<file path="config.mk">
export PLATFORM = sky130hd
export DESIGN_NAME = vga_capture
export DESIGN_NICKNAME = d
export VERILOG_FILES = /design/src/rtl/vga_capture.sv
export SDC_FILE = /design/constraint.sdc
export NUM_CORES = 1
export LEC_CHECK = 0
export BUFFER_PORTS_ARGS = -buffer_cell sky130_fd_sc_hd__buf_2
export CORE_MARGIN = 5
export CORE_UTILIZATION = 56
export CTS_BUF_LIST = sky130_fd_sc_hd__clkbuf_8
export CTS_CLUSTER_DIAMETER = 100
export DETAILED_ROUTE_END_ITERATION = 8
export PLACE_DENSITY_LB_ADDON = 0.3
export SYNTH_ARGS = -nofsm -noshare
export SYNTH_HDL_FRONTEND = slang
export SYNTH_SLANG_ARGS = --single-unit
</file>
<file path="constraint.sdc">
create_clock -name clk -period 7.4 [get_ports clk]
set_clock_uncertainty 0.05 [all_clocks]
set_input_delay 1.48 -clock clk [delete_from_list [all_inputs] [get_ports clk]]
set_output_delay 1.48 -clock clk [all_outputs]
set_load 0.05 [all_outputs]
</file>
<file path="src/rtl/vga_capture.sv">
// VGA receive-side timing decoder: rebuilds pixel coordinates, checks line/frame length, strobes locked pixels.
// Optional per-frame pixel checksum is built when VGA_CAPTURE_CHECKSUM_EN is defined.
module vga_capture #(
  parameter int H_ACTIVE = 640,
  parameter int H_FP     = 16,
  parameter int H_SYNC   = 96,
  parameter int H_BP     = 48,
  parameter int V_ACTIVE = 480,
  parameter int V_FP     = 10,
  parameter int V_SYNC   = 2,
  parameter int V_BP     = 33
) (
  input  logic        clk,
  input  logic        rst,
  input  logic        pix_en,
  input  logic        hor_sync,
  input  logic        ver_sync,
  input  logic [7:0]  red,
  input  logic [7:0]  green,
  input  logic [7:0]  blue,
  output logic        pix_valid,
  output logic [9:0]  pix_x,
  output logic [9:0]  pix_y,
  output logic [7:0]  pix_red,
  output logic [7:0]  pix_green,
  output logic [7:0]  pix_blue,
  output logic        frame_start,
  output logic        locked,
  output logic        line_err,
  output logic        frame_err,
  output logic [23:0] frame_sum,
  output logic        sum_valid
);

  localparam logic [9:0] H_LAST = 10'(H_ACTIVE + H_FP + H_SYNC + H_BP - 1);
  localparam logic [9:0] H_A0   = 10'(H_SYNC + H_BP);
  localparam logic [9:0] H_A1   = 10'(H_SYNC + H_BP + H_ACTIVE);
  localparam logic [9:0] V_LAST = 10'(V_ACTIVE + V_FP + V_SYNC + V_BP - 1);
  localparam logic [9:0] V_A0   = 10'(V_SYNC + V_BP);
  localparam logic [9:0] V_A1   = 10'(V_SYNC + V_BP + V_ACTIVE);
  localparam logic [9:0] C_MAX  = 10'h3FF;

  typedef enum logic [1:0] {SEARCH, ALIGN, LOCKED} state_t;

  state_t     state_q;
  logic       hs_prev_q, vs_prev_q, v_arm_q, started_q, bad_q;
  logic [9:0] h_cnt_q, v_cnt_q;
  logic [9:0] h_cnt_d, v_cnt_d;
  logic       hs_edge, vs_edge, arm, fs_now;
  logic       line_mis, frame_mis, h_act, v_act, valid_now;

  assign hs_edge = hs_prev_q & ~hor_sync;
  assign vs_edge = vs_prev_q & ~ver_sync;
  // A vsync edge arms first, so a coincident hsync edge closes the frame on the same sample.
  assign arm     = v_arm_q | vs_edge;
  assign fs_now  = hs_edge & arm;

  always_comb begin
    h_cnt_d = h_cnt_q;
    v_cnt_d = v_cnt_q;
    if (hs_edge) h_cnt_d = '0;
    else if (h_cnt_q != C_MAX) h_cnt_d = h_cnt_q + 10'd1;
    if (fs_now) v_cnt_d = '0;
    else if (hs_edge && v_cnt_q != C_MAX) v_cnt_d = v_cnt_q + 10'd1;
  end

  // A saturated counter can never equal the expected last index, so it always reports.
  assign line_mis  = hs_edge ? (h_cnt_q != H_LAST) : (h_cnt_q == H_LAST);
  assign frame_mis = fs_now & (v_cnt_q != V_LAST);
  assign h_act     = (h_cnt_d >= H_A0) && (h_cnt_d < H_A1);
  assign v_act     = (v_cnt_d >= V_A0) && (v_cnt_d < V_A1);
  assign valid_now = (state_q == LOCKED) && h_act && v_act;

  always_ff @(posedge clk or posedge rst) begin
    if (rst) begin
      state_q     <= SEARCH;
      hs_prev_q   <= 1'b1;
      vs_prev_q   <= 1'b1;
      v_arm_q     <= 1'b0;
      started_q   <= 1'b0;
      bad_q       <= 1'b0;
      h_cnt_q     <= '0;
      v_cnt_q     <= '0;
      pix_valid   <= 1'b0;
      pix_x       <= '0;
      pix_y       <= '0;
      pix_red     <= '0;
      pix_green   <= '0;
      pix_blue    <= '0;
      frame_start <= 1'b0;
      locked      <= 1'b0;
      line_err    <= 1'b0;
      frame_err   <= 1'b0;
    end else begin
      pix_valid   <= 1'b0;
      frame_start <= 1'b0;
      line_err    <= 1'b0;
      frame_err   <= 1'b0;
      if (pix_en) begin
        hs_prev_q   <= hor_sync;
        vs_prev_q   <= ver_sync;
        h_cnt_q     <= h_cnt_d;
        v_cnt_q     <= v_cnt_d;
        v_arm_q     <= arm & ~hs_edge;
        frame_start <= fs_now;
        if (valid_now) begin
          pix_valid <= 1'b1;
          pix_x     <= h_cnt_d - H_A0;
          pix_y     <= v_cnt_d - V_A0;
          pix_red   <= red;
          pix_green <= green;
          pix_blue  <= blue;
        end
        unique case (state_q)
          SEARCH: if (vs_edge) begin
            state_q   <= ALIGN;
            started_q <= fs_now;
            bad_q     <= 1'b0;
          end
          ALIGN: if (fs_now) begin
            // The first frame_start only opens the trial frame; the next one judges it.
            if (started_q && !bad_q && !line_mis && !frame_mis) begin
              state_q <= LOCKED;
              locked  <= 1'b1;
            end else begin
              started_q <= 1'b1;
              bad_q     <= 1'b0;
            end
          end else begin
            bad_q <= bad_q | line_mis;
          end
          LOCKED: begin
            line_err  <= line_mis;
            frame_err <= frame_mis;
            if (line_mis || frame_mis) begin
              state_q <= SEARCH;
              locked  <= 1'b0;
            end
          end
          default: state_q <= SEARCH;
        endcase
      end
    end
  end

`ifdef VGA_CAPTURE_CHECKSUM_EN
  logic [23:0] acc_q;

  always_ff @(posedge clk or posedge rst) begin
    if (rst) begin
      acc_q     <= '0;
      frame_sum <= '0;
      sum_valid <= 1'b0;
    end else begin
      sum_valid <= 1'b0;
      if (state_q != LOCKED) begin
        acc_q <= '0;
      end else if (pix_en) begin
        if (fs_now) begin
          frame_sum <= acc_q;
          sum_valid <= 1'b1;
          acc_q     <= '0;
        end else if (valid_now) begin
          acc_q <= acc_q + {red, green, blue};
        end
      end
    end
  end
`else
  assign frame_sum = '0;
  assign sum_valid = 1'b0;
`endif

endmodule

</file>
# After elaboration in Yosys (flattened, before gate mapping)
# Cells that the tools add are included.
word_totals:
  register_bits: 76
  input_bits: 29
  output_inout_bits: 74
  word_cells: 98
classes:
  add_sub_neg: 4
  magnitude_cmp: 4
  eq_ne: 13
  n_mux: 29
  bitwise: 10
  reduce_logical: 20
ops:
  columns: ["cell", "count"]
  rows:
  - ["10-bit two-way mux", 4]
  - ["10-bit inequality test (second input constant)", 4]
  - ["10-bit by 1-bit adder with 10-bit output (second input constant)", 2]
  - ["10-bit < comparator (second input constant)", 2]
  - ["1-bit two-way mux", 17]
  - ["5-bit AND reduction", 3]
  - ["10-bit equality test (second input constant)", 1]
  - ["10-bit by 6-bit greater-or-equal comparator with 1-bit output (second input constant)", 1]
  - ["10-bit by 8-bit greater-or-equal comparator with 1-bit output (second input constant)", 1]
  - ["10-bit by 6-bit subtractor with 10-bit output (second input constant)", 1]
  - ["10-bit by 8-bit subtractor with 10-bit output (second input constant)", 1]
  - ["1-bit logical AND", 8]
  - ["2-bit two-way mux", 4]
  - ["2-bit inequality test (second input constant)", 4]
  - ["1-bit one-hot mux with 2 select lines", 3]
  - ["2-bit one-hot mux with 3 select lines", 1]
  - ["1-bit bitwise AND", 5]
  - ["4-bit AND reduction", 1]
  - ["2-bit nonzero test", 2]
  - ["1-bit logical NOT", 3]
  - ["3-bit inequality test (second input constant)", 1]
  - ["1-bit inverter", 3]
  - ["2-bit by 1-bit equality test with 1-bit output (second input constant)", 1]
  - ["2-bit equality test (second input constant)", 1]
  - ["5 further kinds", 6]

# Longest topological paths before layout
# Gate-level depths: netlist (run 1).
logic_depth:
  word_depth: 10
  mapped_depth: 15
  ltp_nobuf: 13

# Worst setup path before layout (run 1)
# No wires, ideal clock.
synth_timing:
  path_type: "input-to-reg"
  startpoint: "input port hor_sync"
  endpoint: "register pix_blue[0]"
  setup_time_ns: 0.125
  arrival_ns: 3.838
  t_required_ns: 7.225
  setup_slack_ns: 3.387
  cell_stages: 11
  path_buffers: 3
  cell_sequence: "and2b_1 > buf_1 > nor2_1 > mux2i_1 > ha_1 > or4b_1 > o211ai_1 > o311a_1 > buf_6 > buf_12 > mux2_4"
synth_via:
  elab_chain_cells: 9
  word_cells_on_any_way: 16
  cone_classes: "order compare: 4; mux: 3; bitwise: 3; reduce/logical: 6"
synth_rtl:
  columns: ["element", "line_no", "source"]
  rows:
  - ["from (decl)", "16", "input logic hor_sync,"]
  - ["1-bit inverter *", "52", "assign hs_edge = hs_prev_q & ~hor_sync;"]
  - ["1-bit bitwise AND *", "52", null]
  - ["1-bit logical AND", "64", "else if (hs_edge && v_cnt_q != C_MAX) v_cnt_d = v_cnt_q + 10'd1;"]
  - ["10-bit two-way mux", "64", null]
  - ["10-bit two-way mux", "63", "if (fs_now) v_cnt_d = '0;"]
  - ["10-bit by 6-bit greater-or-equal comparator with 1-bit output / 10-bit < comparator (equally long branches)", "71", "assign v_act = (v_cnt_d >= V_A0) && (v_cnt_d < V_A1);"]
  - ["1-bit logical AND", "71", null]
  - ["1-bit logical AND *", "72", "assign valid_now = (state_q == LOCKED) && h_act && v_act;"]
  - ["2-bit AND reduction (no source line) *", null, null]
  - ["to (signal assigned)", "112", "pix_blue <= blue;"]
  - ["to (decl)", "26", "output logic [7:0] pix_blue,"]
# Every way passes the cells marked *; elsewhere a longest branch is shown, timed or not.
# A chain may end at the register's enable or synchronous reset.

# Worst setup path after layout (run 1)
layout_timing:
  startpoint: "input port hor_sync"
  endpoint: "register pix_x[1]"
layout_via:
  elab_chain_cells: 9
  word_cells_on_any_way: 17
  cone_classes: "add/sub: 1; order compare: 4; mux: 3; bitwise: 3; reduce/logical: 6"
layout_rtl:
  columns: ["element", "line_no", "source"]
  rows:
  - ["1-bit inverter *", "52", null]
  - ["1-bit bitwise AND *", "52", null]
  - ["1-bit logical AND", "64", null]
  - ["10-bit two-way mux", "64", null]
  - ["10-bit two-way mux *", "63", null]
  - ["net v_cnt_d[0]", "48", "logic [9:0] h_cnt_d, v_cnt_d;"]
  - ["10-bit by 6-bit greater-or-equal comparator with 1-bit output / 10-bit < comparator (equally long branches)", "71", null]
  - ["1-bit logical AND *", "71", null]
  - ["1-bit logical AND *", "72", null]
  - ["2-bit AND reduction (no source line) *", null, null]
  - ["to (signal assigned)", "108", "pix_x <= h_cnt_d - H_A0;"]
  - ["to (decl)", "22", "output logic [9:0] pix_x,"]
# The timed path passes the listed nets; every way through them passes the cells marked *.

==> metrics.md, run 1 <==
| Metric | Value |
|---|---|
| Pins Over Slew Limit | `0` |
| RSZ-0062 raised after global routing | `false` |
| Worst-Margin Slew | `0.923 ns` |
| Setup-failing EPs final | `0` |
| First-pass GRT wire length | `15400 um` |
| Layout cells sized above 1 | `0.357` |
| Ports | `103` |
| Layout fillers | `633` |
| Starting Density | `0.581` |
| Total gr overflow | `0` |
| Vias per cell | `5.60` |
| WHS | `0.460 ns` |
| Synth top cells by count | `dfrtp_1, mux2_4, buf_4` |
| Post-route setup TNS | `0 ns` |
| Final Util | `0.641` |
| WP data required | `7.59 ns` |
| Hold_sp | `pix_green[6]` |
| DPL Wire Length | `6630 um` |
| WS Path Type | `in2reg` |
| Sequential share of the synthesized area | `0.422` |
| H-tree depth | `3` |
| Crit-path max FO | `25` |
| Die Y | `99.7 um` |
| Fmax | `205 MHz` |
| VDD IR max | `0.0000913 V` |
| Post-synth EDFFs | `0` |
| GRT Util Overall | `0.190` |
| CTS tree | `yes` |
| WHS Path Cells | `1` |
| Crit path DAT | `5.06 ns` |
| Reg2Reg Launch Point | `v_cnt_q[0]` |
| Top cell type's share of synthesized area | `0.411` |
| DR WL/cell | `16.1 um` |
| Max-cap viol count | `0` |
| Hold crit path type | `reg2reg` |
| Synth warnings | `0` |
| Clock Latency Late Sink | `0.35 ns` |
| Post-route DRC | `0` |
| PwrDens | `204 nW/um^2` |
| Vias | `3204` |
| Area leader, netlist | `dfrtp_1` |
| Row count | `32` |
| Chip Width | `99.7 um` |
| Antenna violations before repair | `0` |
| Type of element capturing the critical path | `flip-flop` |
| Min-Delay Endpoint | `pix_green[6]` |
| Reg2reg path depth | `12` |
| LEAKAGE | `2.51 nW` |
| Nets | `500` |
| Main synth FF type | `dfrtp_1` |
| ANT nets after route | `0` |
| Sink Count | `76` |
| Cells after synthesis | `398` |
| Die area | `9950 sq um` |
| Final Cycle Share | `0.658` |
| Flops & latches, synth | `76` |
| Pwr Total | `1.02 mW` |
| Initial detailed-routing violation count | `182` |
| Hold_buf cts | `0` |
| Run status | `complete, no violations` |
| R2R Setup Slk | `3.07 ns` |
| Cts repair resizes | `0` |
| Maximum number of pins on one net before global-route repair | `77` |
| Mapped Area | `4510 sq um` |
| Hold Fails Final Rpt | `0` |
| CTS clk-pin slew, worst paths | `0.09 ns` |
| Syn Area/Cell | `11.3 sq um` |
| Count leader, synth | `dfrtp_1` |
| Total CTS buffers | `9` |
| Library cells used by synthesis | `72` |
| Min Tclk post-route | `4.87 ns` |
| Max clock buf depth | `2` |
| Vias in the first global route | `3234` |
| Clock root cell | `clkbuf_8` |
| Final Wtd Congestion | `0.916` |
| Synth top area cells | `dfrtp_1, mux2_4, buf_4` |
| Layout area overhead | `10.4%` |
| Slew Limit Headroom | `0.385` |
| FFs w/ async S/R, synth | `1.00` |
| Input/output buffers | `77` |
| Diode count | `0` |
| Worst reg2reg path endpoint | `pix_x[1]` |
| Crit path launch type | `primary input` |
| Pre-antenna DRT Iters | `4` |
| Core area | `7770 sq um` |
| Total wire length after detailed routing | `9240 um` |
| Setup Buffers After CTS | `0` |
==> flip-flops by register name, summed over array words and instances, names as in the netlist, 2 cells and up <==
name / count
pix_y: 10
v_cnt_q: 10
pix_green: 8
pix_blue: 8
pix_x: 10
h_cnt_q: 10
state_q: 2
pix_red: 8
==> per-stage QoR <==
stage	setup WS, ns	std cells	instance area [sq um]
2_1_floorplan	3.39	422	4600
3_3_place_gp	2.35	556	4770
3_5_place_dp	2.21	556	4770
4_1_cts	2.54	572	4980
5_1_grt	2.36	572	4980
6_report	2.53	572	4980
==> cell usage in the layout, fill, tap and decap left out, types with 11 or more instances in the layout <==
| cell | netlist | routed |
|---|---|---|
| a21oi_1 | 12 | 12 |
| buf_2 | 6 | 77 |
| conb_1 | 1 | 25 |
| dfrtp_1 | 74 | 74 |
| inv_1 | 18 | 17 |
| mux2_2 | 17 | 17 |
| mux2_4 | 37 | 37 |
| nand2_1 | 23 | 23 |
| nor2_1 | 11 | 11 |
| o21ai_0 | 12 | 12 |
==> cells by family after synthesis <==
family                     synth area share
and+or+nand+nor                       0.129
DFF                                   0.422
AOI/OAI and AO/OA                     0.124
buffers and inverters                0.0943
muxes                                 0.188
xor gates and xnor gates             0.0252
adders and majority gates            0.0166
other                              0.000831
==> how the worst max path moves through the flow <==
stage,start,end,slack [ns],cells past startpoint
detailed placement,hor_sync,pix_red[5],2.21,13
finish,hor_sync,pix_x[1],2.53,13
global placement,hor_sync,pix_x[3],2.35,13
floorplan,hor_sync,pix_blue[0],3.39,11
CTS,hor_sync,pix_x[3],2.54,13
global route,hor_sync,pix_x[3],2.36,13
==> power by group <==
part | internal, mW | switching, mW | total, mW
logic | 0.0721 | 0.137 | 0.209
clock network | 0.162 | 0.170 | 0.332
registers | 0.440 | 0.0355 | 0.475
total | 0.674 | 0.342 | 1.02
==> metal layers <==
layer / up-vias / track usage / share of wire
met4: 0 / 0.0630 / 0.0082
li1: 1522 / - / -
met5: - / 0 / 0
met3: 8 / 0.0330 / 0.059
met2: 104 / 0.323 / 0.50
met1: 1570 / 0.245 / 0.43
==> final cells by class <==
class                           count  area (sq um)  share of cell area
Timing Repair Buffer               79           400              0.0804
Sequential cell                    76          1900               0.383
Clock buffer                        9           124              0.0249
Tap cell                          102           128              0.0256
Inverter                           18          67.6              0.0136
Clock inverter                      7          82.6              0.0166
Multi-Input combinational cell    281          2270               0.456
==> worst max-delay path, cell delays in order <==
cell and delay, ns:
buf_2 0.13, nand2b_1 0.32, a31o_2 0.32, nand2_1 0.07, o31a_1 0.19, inv_1 0.06
ha_1 0.20, a31oi_1 0.25, o211ai_2 0.19, nor4bb_1 0.33, o311a_2 0.65, buf_4 0.51
mux2_4 0.34
No activity file was read; power rests on OpenSTA's default activity.
==> inputs of run 2 (changes only) <==
- ABC_AREA: unset -> 1
- clock period: 7.4 -> 4.9 ns (I/O delays scaled with it)
==> metrics.md, run 2 <==
| Metric | Value |
|---|---|
| Min Tclk post-route | `3.50 ns` |
| First-pass GRT wire length | `16900 um (+9.4%)` |
| Main synth FF type | `dfrtp_1` |
| PwrDens | `348 nW/um^2 (+71%)` |
| Clock share of power | `0.348 (+0.021)` |
| ANT nets after route | `0 (unchanged)` |
| Switching Share | `0.345 (+0.00832)` |
| Vias per cell | `5.00 (-11%)` |
| Layout area overhead | `12.0%` |
| Syn Area/Cell | `7.47 sq um (-34%)` |
| Diode count | `0 (unchanged)` |
| RSZ-0062 raised after global routing | `false` |
| DR WL/cell | `12.8 um (-21%)` |
| Synth top area cells | `dfrtp_1, nand2_1, inv_1` |
| Final Wtd Congestion | `0.904 (-1.3%)` |
| Hold Fails Final Rpt | `0 (unchanged)` |
| CP max stage cell | `nor2_8` |
| Slew Limit Headroom | `0.340 (-0.0442)` |
| Reg2Reg Launch Point | `hs_prev_q` |
| Vias in the first global route | `3786 (+17%)` |
| Total CTS buffers | `9 (unchanged)` |
| Ports | `103 (unchanged)` |
| GRT Util Overall | `0.208 (+0.0177)` |
| Reg2reg path depth | `15 (+3)` |
| Post-route setup TNS | `0 ns (unchanged)` |
| Mapped Area | `4450 sq um (-1.4%)` |
| Max clock buf depth | `2 (unchanged)` |
| Combinational share of power | `0.233 (+0.028)` |
| CTS tree | `yes` |
| Cts repair resizes | `0 (unchanged)` |
| Post-synth EDFFs | `0 (unchanged)` |
| DPL Wire Length | `7190 um (+8.6%)` |
| Die area | `9820 sq um (-1.3%)` |
| Worst-Margin Slew | `0.988 ns (+0.0652 ns)` |
| Total gr overflow | `0 (unchanged)` |
| Crit-path cells | `buf_2, inv_1, nand2_2, inv_2, nand2_1, inv_1, nor2_1, ha_1, inv_1, nand2_1, o21ai_2, nand2_2, nand3_2, nor2_8, nand2_1, nand2_1` |
| WS Path Type | `in2reg` |
| Internal power | `1.14 mW (+69%)` |
| Maximum number of pins on one net before global-route repair | `46 (-40%)` |
| Crit-path max FO | `45 (+80%)` |
| FFs w/ async S/R, synth | `1.00 (unchanged)` |
| Nets | `700 (+40%)` |
| Clock Latency Late Sink | `0.35 ns (about the same)` |
| Worst reg2reg path endpoint | `pix_blue[7]` |
| WHS Path Cells | `2 (+1)` |
| Hold crit path type | `reg2reg` |
| Fmax | `286 MHz` |
| Part of the power in registers | `0.418 (-0.050)` |
| Buf/Inv on CP | `5 (+2)` |
| VDD IR max | `0.000184 V (+100%)` |
| LEAKAGE | `2.90 nW (+15%)` |
| Post-route DRC | `0 (unchanged)` |
| Top cell type's share of synthesized area | `0.416 (+0.00589)` |
| Clock root cell | `clkbuf_8` |
| Input/output buffers | `77 (unchanged)` |
| Total wire length after detailed routing | `9910 um (+7.3%)` |
| CTS clk-pin slew, worst paths | `0.09 ns (about the same)` |
| Crit path DAT | `3.74 ns (-1.32 ns)` |
| Pre-antenna DRT Iters | `5 (+1)` |
| Setup Buffers After CTS | `0 (unchanged)` |
| Core area | `7730 sq um (-0.52%)` |
| R2R Setup Slk | `1.70 ns (-1.37 ns)` |
| Layout cells sized above 1 | `0.210 (-0.147)` |
| Synth top cells by count | `nand2_1, dfrtp_1, inv_1` |
| WP data required | `5.14 ns (-2.45 ns)` |
| Commonest non-fill, non-tap cell in the layout | `nand2_1` |
| H-tree depth | `3 (unchanged)` |
| Sink Count | `76 (unchanged)` |
| Row count | `32 (unchanged)` |
| Initial detailed-routing violation count | `179 (-1.6%)` |
| Starting Density | `0.575 (-0.00525)` |
| Antenna violations before repair | `0 (unchanged)` |
| Library cells used by synthesis | `37 (-49%)` |
| Die Y | `99.1 um (-0.64%)` |
| Largest stage delay, worst path | `0.50 ns (-0.15 ns)` |
| Synth warnings | `0 (unchanged)` |
| Max-cap viol count | `0 (unchanged)` |
| Pins Over Slew Limit | `0 (unchanged)` |
| Final Cycle Share | `0.713` |
| Area leader, netlist | `dfrtp_1` |
| Critical path's top delay family | `simple AND/OR/NAND/NOR gates` |
| Vias | `3862 (+21%)` |
| Hold_sp | `pix_blue[2]` |
| Count leader, synth | `nand2_1` |
| Most used cell, CP | `nand2_1` |
| WHS | `0.421 ns (-0.0389 ns)` |
| Hold_buf cts | `0 (unchanged)` |
| Flops & latches, synth | `76 (unchanged)` |
| Min-Delay Endpoint | `pix_blue[2]` |
| Chip Width | `99.1 um (-0.64%)` |
| Setup-failing EPs final | `0 (unchanged)` |
| Crit path launch type | `primary input` |
| Run status | `complete, no violations` |
| Most frequent cells in the layout | `nand2_1, buf_2, dfrtp_1` |
| CP Launch Point | `hor_sync` |
| Switching pwr | `0.598 mW (+75%)` |
| Type of element capturing the critical path | `flip-flop` |
| Cells after synthesis | `595 (+49%)` |
| Sequential share of the synthesized area | `0.428 (+0.00606)` |
-- run 2: cell count changes in the layout (fill, tap and decap cells not counted), moves of 17 or more --
cell     delta
mux2_2     -17
mux2_4     -37
nand2_1   +220
nand3_1    +24
nand2_2    +18
o21ai_0    +20
nor2_1     +21
inv_1      +37
-- run 2: layer usage --
metal / vias to the layer above / global-route usage / share of wire
met3: 19 / 0.0365 / 0.058
li1: 1940 / - / -
met1: 1792 / 0.263 / 0.43
met5: - / 0 / 0
met2: 111 / 0.352 / 0.49
met4: 0 / 0.0840 / 0.023
-- run 2: logic make-up (layout without fill, tap and decap cells) --
| family | count (synthesis) | after routing | share of synthesized area |
|---|---|---|---|
| fa+ha+maj | 6 | 6 | 0.0169 |
| xor+xnor | 8 | 8 | 0.0158 |
| other cells | 1 | 25 | 0.000843 |
| simple gates | 354 | 354 | 0.351 |
| compound gates | 48 | 48 | 0.0636 |
| buf+inv | 102 | 153 | 0.124 |
| flops | 76 | 76 | 0.428 |
-- run 2: worst reg2reg max path, stage by stage, from the launching register on --
cell	delay, ns
dfstp_2	0.54
nand2_2	0.17
inv_2	0.20
nand2_1	0.31
inv_1	0.26
nor2_1	0.12
ha_1	0.20
inv_1	0.07
nand2_1	0.10
nor2_1	0.12
nand2_1	0.07
nand2_2	0.09
inv_2	0.07
nor2_8	0.50
nand2_1	0.14
nand2_1	0.12
-- run 2: final cells by class --
cell class	count	area [sq um]
multi-input cells	441	2080
well taps	102	128
fillers	700	2750
inverters	59	221
clock inverters	7	128
repair buffers	78	393
flip-flops and latches	76	1900
clock buffers	9	124
-- run 2: per-stage QoR --
stage,instance area (sq um),total power [mW],utilization,worst slack [ns],cells
floorplan,4540,1.07,-,1.93,619
global placement,4730,1.13,0.612,1.17,756
detailed placement,4730,1.14,0.612,1.04,756
CTS,4980,1.75,0.644,1.36,772
global route,4980,1.84,0.644,1.02,772
finish,4980,1.73,0.644,1.40,772
-- run 2: power by group through the flow --
| stage | Clock (mW) | Combinational, mW | Sequential, mW |
|---|---|---|---|
| 3_5_place_dp | 0 | 0.402 | 0.734 |
| 6_report | 0.604 | 0.405 | 0.725 |
| 4_1_cts | 0.618 | 0.405 | 0.723 |
| 5_1_grt | 0.648 | 0.459 | 0.730 |
| 3_3_place_gp | 0 | 0.395 | 0.733 |
| 2_1_floorplan | 0 | 0.335 | 0.734 |
-- run 2: worst max path at each step --
stage	to	cells after the start
global route	pix_y[4]	16
finish	pix_blue[7]	16
global placement	pix_y[2]	16
floorplan	bad_q	1
CTS	pix_blue[7]	16
detailed placement	pix_blue[7]	16
==> inputs of run 3 (changes only) <==
- CORE_UTILIZATION: 56 -> 51
- clock period: 4.9 -> 3.03 ns (I/O delays scaled with it)
==> metrics.md, run 3 (same netlist as run 2, synthesis figures left out) <==
| Metric | Value |
|---|---|
| VDD IR max | `0.000403 V (+120%)` |
| Total CTS buffers | `9 (unchanged)` |
| Layout area overhead | `12.5%` |
| Die area | `10700 sq um (+8.8%)` |
| Crit path launch type | `flip-flop` |
| Layout cells sized above 1 | `0.220 (+0.00932)` |
| Fmax | `363 MHz` |
| ANT nets after route | `0 (unchanged)` |
| Final Wtd Congestion | `0.926 (+2.4%)` |
| Pins Over Slew Limit | `0 (unchanged)` |
| Row count | `34 (+6.3%)` |
| Nets | `708 (+1.1%)` |
| Post-route DRC | `0 (unchanged)` |
| Hold_buf cts | `0 (unchanged)` |
| Crit-path cells | `ha_1, nand2_2, nor2_4, nand3_4, nand3_1, nand3_1, inv_1, ha_1, inv_1, nor2_1, nand2_1, nor2_1, nand2_1, nand2_1, and2_1, nand3_4, buf_6, nand2_1, nand2_1` |
| WP data required | `3.21 ns (-1.93 ns)` |
| Input/output buffers | `77 (unchanged)` |
| Setup-failing EPs final | `0 (unchanged)` |
| Final Cycle Share | `0.909` |
| Worst-Margin Slew | `0.713 ns (-0.275 ns)` |
| Core area | `8590 sq um (+11%)` |
| Total wire length after detailed routing | `9490 um (-4.2%)` |
| Die Y | `103 um (+4.3%)` |
| Hold Fails Final Rpt | `0 (unchanged)` |
| CTS clk-pin slew, worst paths | `0.09 ns (about the same)` |
| Clock root cell | `clkbuf_8` |
| DPL Wire Length | `6900 um (-4.0%)` |
| Crit path DAT | `2.93 ns (-0.81 ns)` |
| Ports | `103 (unchanged)` |
| Post-DP Area | `4820 sq um (+2.0%)` |
| Non-filler cells, final | `786 (+1.8%)` |
| Commonest non-fill, non-tap cell in the layout | `nand2_1` |
| Clock Latency Late Sink | `0.35 ns (about the same)` |
| Sink Count | `76 (unchanged)` |
| DR WL/cell | `12.1 um (-5.9%)` |
| Most used cell, CP | `nand2_1` |
| Setup Buffers After CTS | `0 (unchanged)` |
| RSZ-0062 raised after global routing | `false` |
| Type of element capturing the critical path | `flip-flop` |
| CP max stage cell | `dfrtp_1` |
| Diode count | `0 (unchanged)` |
| Post-route setup TNS | `0 ns (unchanged)` |
| Vias per cell | `4.78 (-4.4%)` |
| WS Path Type | `reg2reg` |
| Vias in the first global route | `3507 (-7.4%)` |
| GRT Util Overall | `0.185 (-0.0229)` |
| Largest stage delay, worst path | `0.40 ns (-0.10 ns)` |
| Chip Width | `103 um (+4.3%)` |
| Vias | `3760 (-2.6%)` |
| Antenna violations before repair | `0 (unchanged)` |
| LEAKAGE | `2.90 nW (about the same)` |
| Pre-antenna DRT Iters | `5 (unchanged)` |
| Crit-path max FO | `44 (-2.2%)` |
| Max-cap viol count | `0 (unchanged)` |
| Starting Density | `0.517 (-0.0580)` |
| Total gr overflow | `0 (unchanged)` |
| Slew Limit Headroom | `0.518 (+0.178)` |
| Initial detailed-routing violation count | `298 (+66%)` |
| PwrDens | `508 nW/um^2 (+46%)` |
| Run status | `complete, no violations` |
| Hold crit path type | `in2async` |
| Min Tclk post-route | `2.75 ns` |
| Most frequent cells in the layout | `nand2_1, buf_2, dfrtp_1` |
| H-tree depth | `3 (unchanged)` |
| First-pass GRT wire length | `15800 um (-6.3%)` |
| Placed insts | `770 (+1.9%)` |
| Final instance area | `5000 sq um (+0.43%)` |
| CTS tree | `yes` |
| Cts repair resizes | `0 (unchanged)` |
| Maximum number of pins on one net before global-route repair | `77 (+67%)` |
| Max clock buf depth | `2 (unchanged)` |
-- run 3: per-layer routing --
metal,vias to the layer above,share of wire,GRT usage
li1,1951,-,-
met1,1663,0.47,0.246
met2,128,0.44,0.296
met3,18,0.080,0.0409
met4,0,0.017,0.0687
met5,-,0,0
-- run 3: metrics by stage --
step | util | worst slack, ns | power (mW) | hold slack, ns
final | 0.582 | 0.277 | 2.54 | 0.267
after global routing | 0.582 | 0.0115 | 2.72 | 0.308
after global placement | 0.561 | 0.135 | 1.85 | 0.400
after detailed placement | 0.561 | 0.0736 | 1.86 | 0.404
after floorplan | - | 0.439 | 1.73 | 0.403
after CTS | 0.581 | 0.172 | 2.56 | 0.295
-- run 3: path summary, 6_finish.rpt --
check / from / end / slack, ns / depth (start not counted)
max in group asynchronous: rst / hs_prev_q / 2.28 / 3
min reg2reg: pix_blue[3] / pix_blue[3] / 0.42 / 2
min in group clk: blue[3] / pix_blue[3] / 0.41 / 3
max: h_cnt_q[0] / pix_green[0] / 0.28 / 19
max reg2reg: h_cnt_q[0] / pix_green[0] / 0.28 / 19
min: rst / pix_blue[3] / 0.27 / 3
-- run 3: area by class of cell --
type	count	area (sq um)
inverter	59	221
fill	780	3590
sequential	76	1910
timing repair buffer	86	482
clock inverter	7	51.3
multi-input combinational	441	2080
tap	108	135
clock buffer	9	124
-- run 3: critical path, delay by kind of cell, from the launching register on --
family / cells / cell delay (ns)
adders and majority gates: 2 / 0.36
DFF: 1 / 0.40
buffers and inverters: 3 / 0.35
and+or+nand+nor: 14 / 1.47
-- run 3: where the power goes --
part	leakage, nW	total, mW	switching (mW)	internal (mW)
Combinational	1.79	0.681	0.476	0.205
Sequential	1.03	1.16	0.0755	1.09
Clock	0.0797	0.696	0.396	0.300
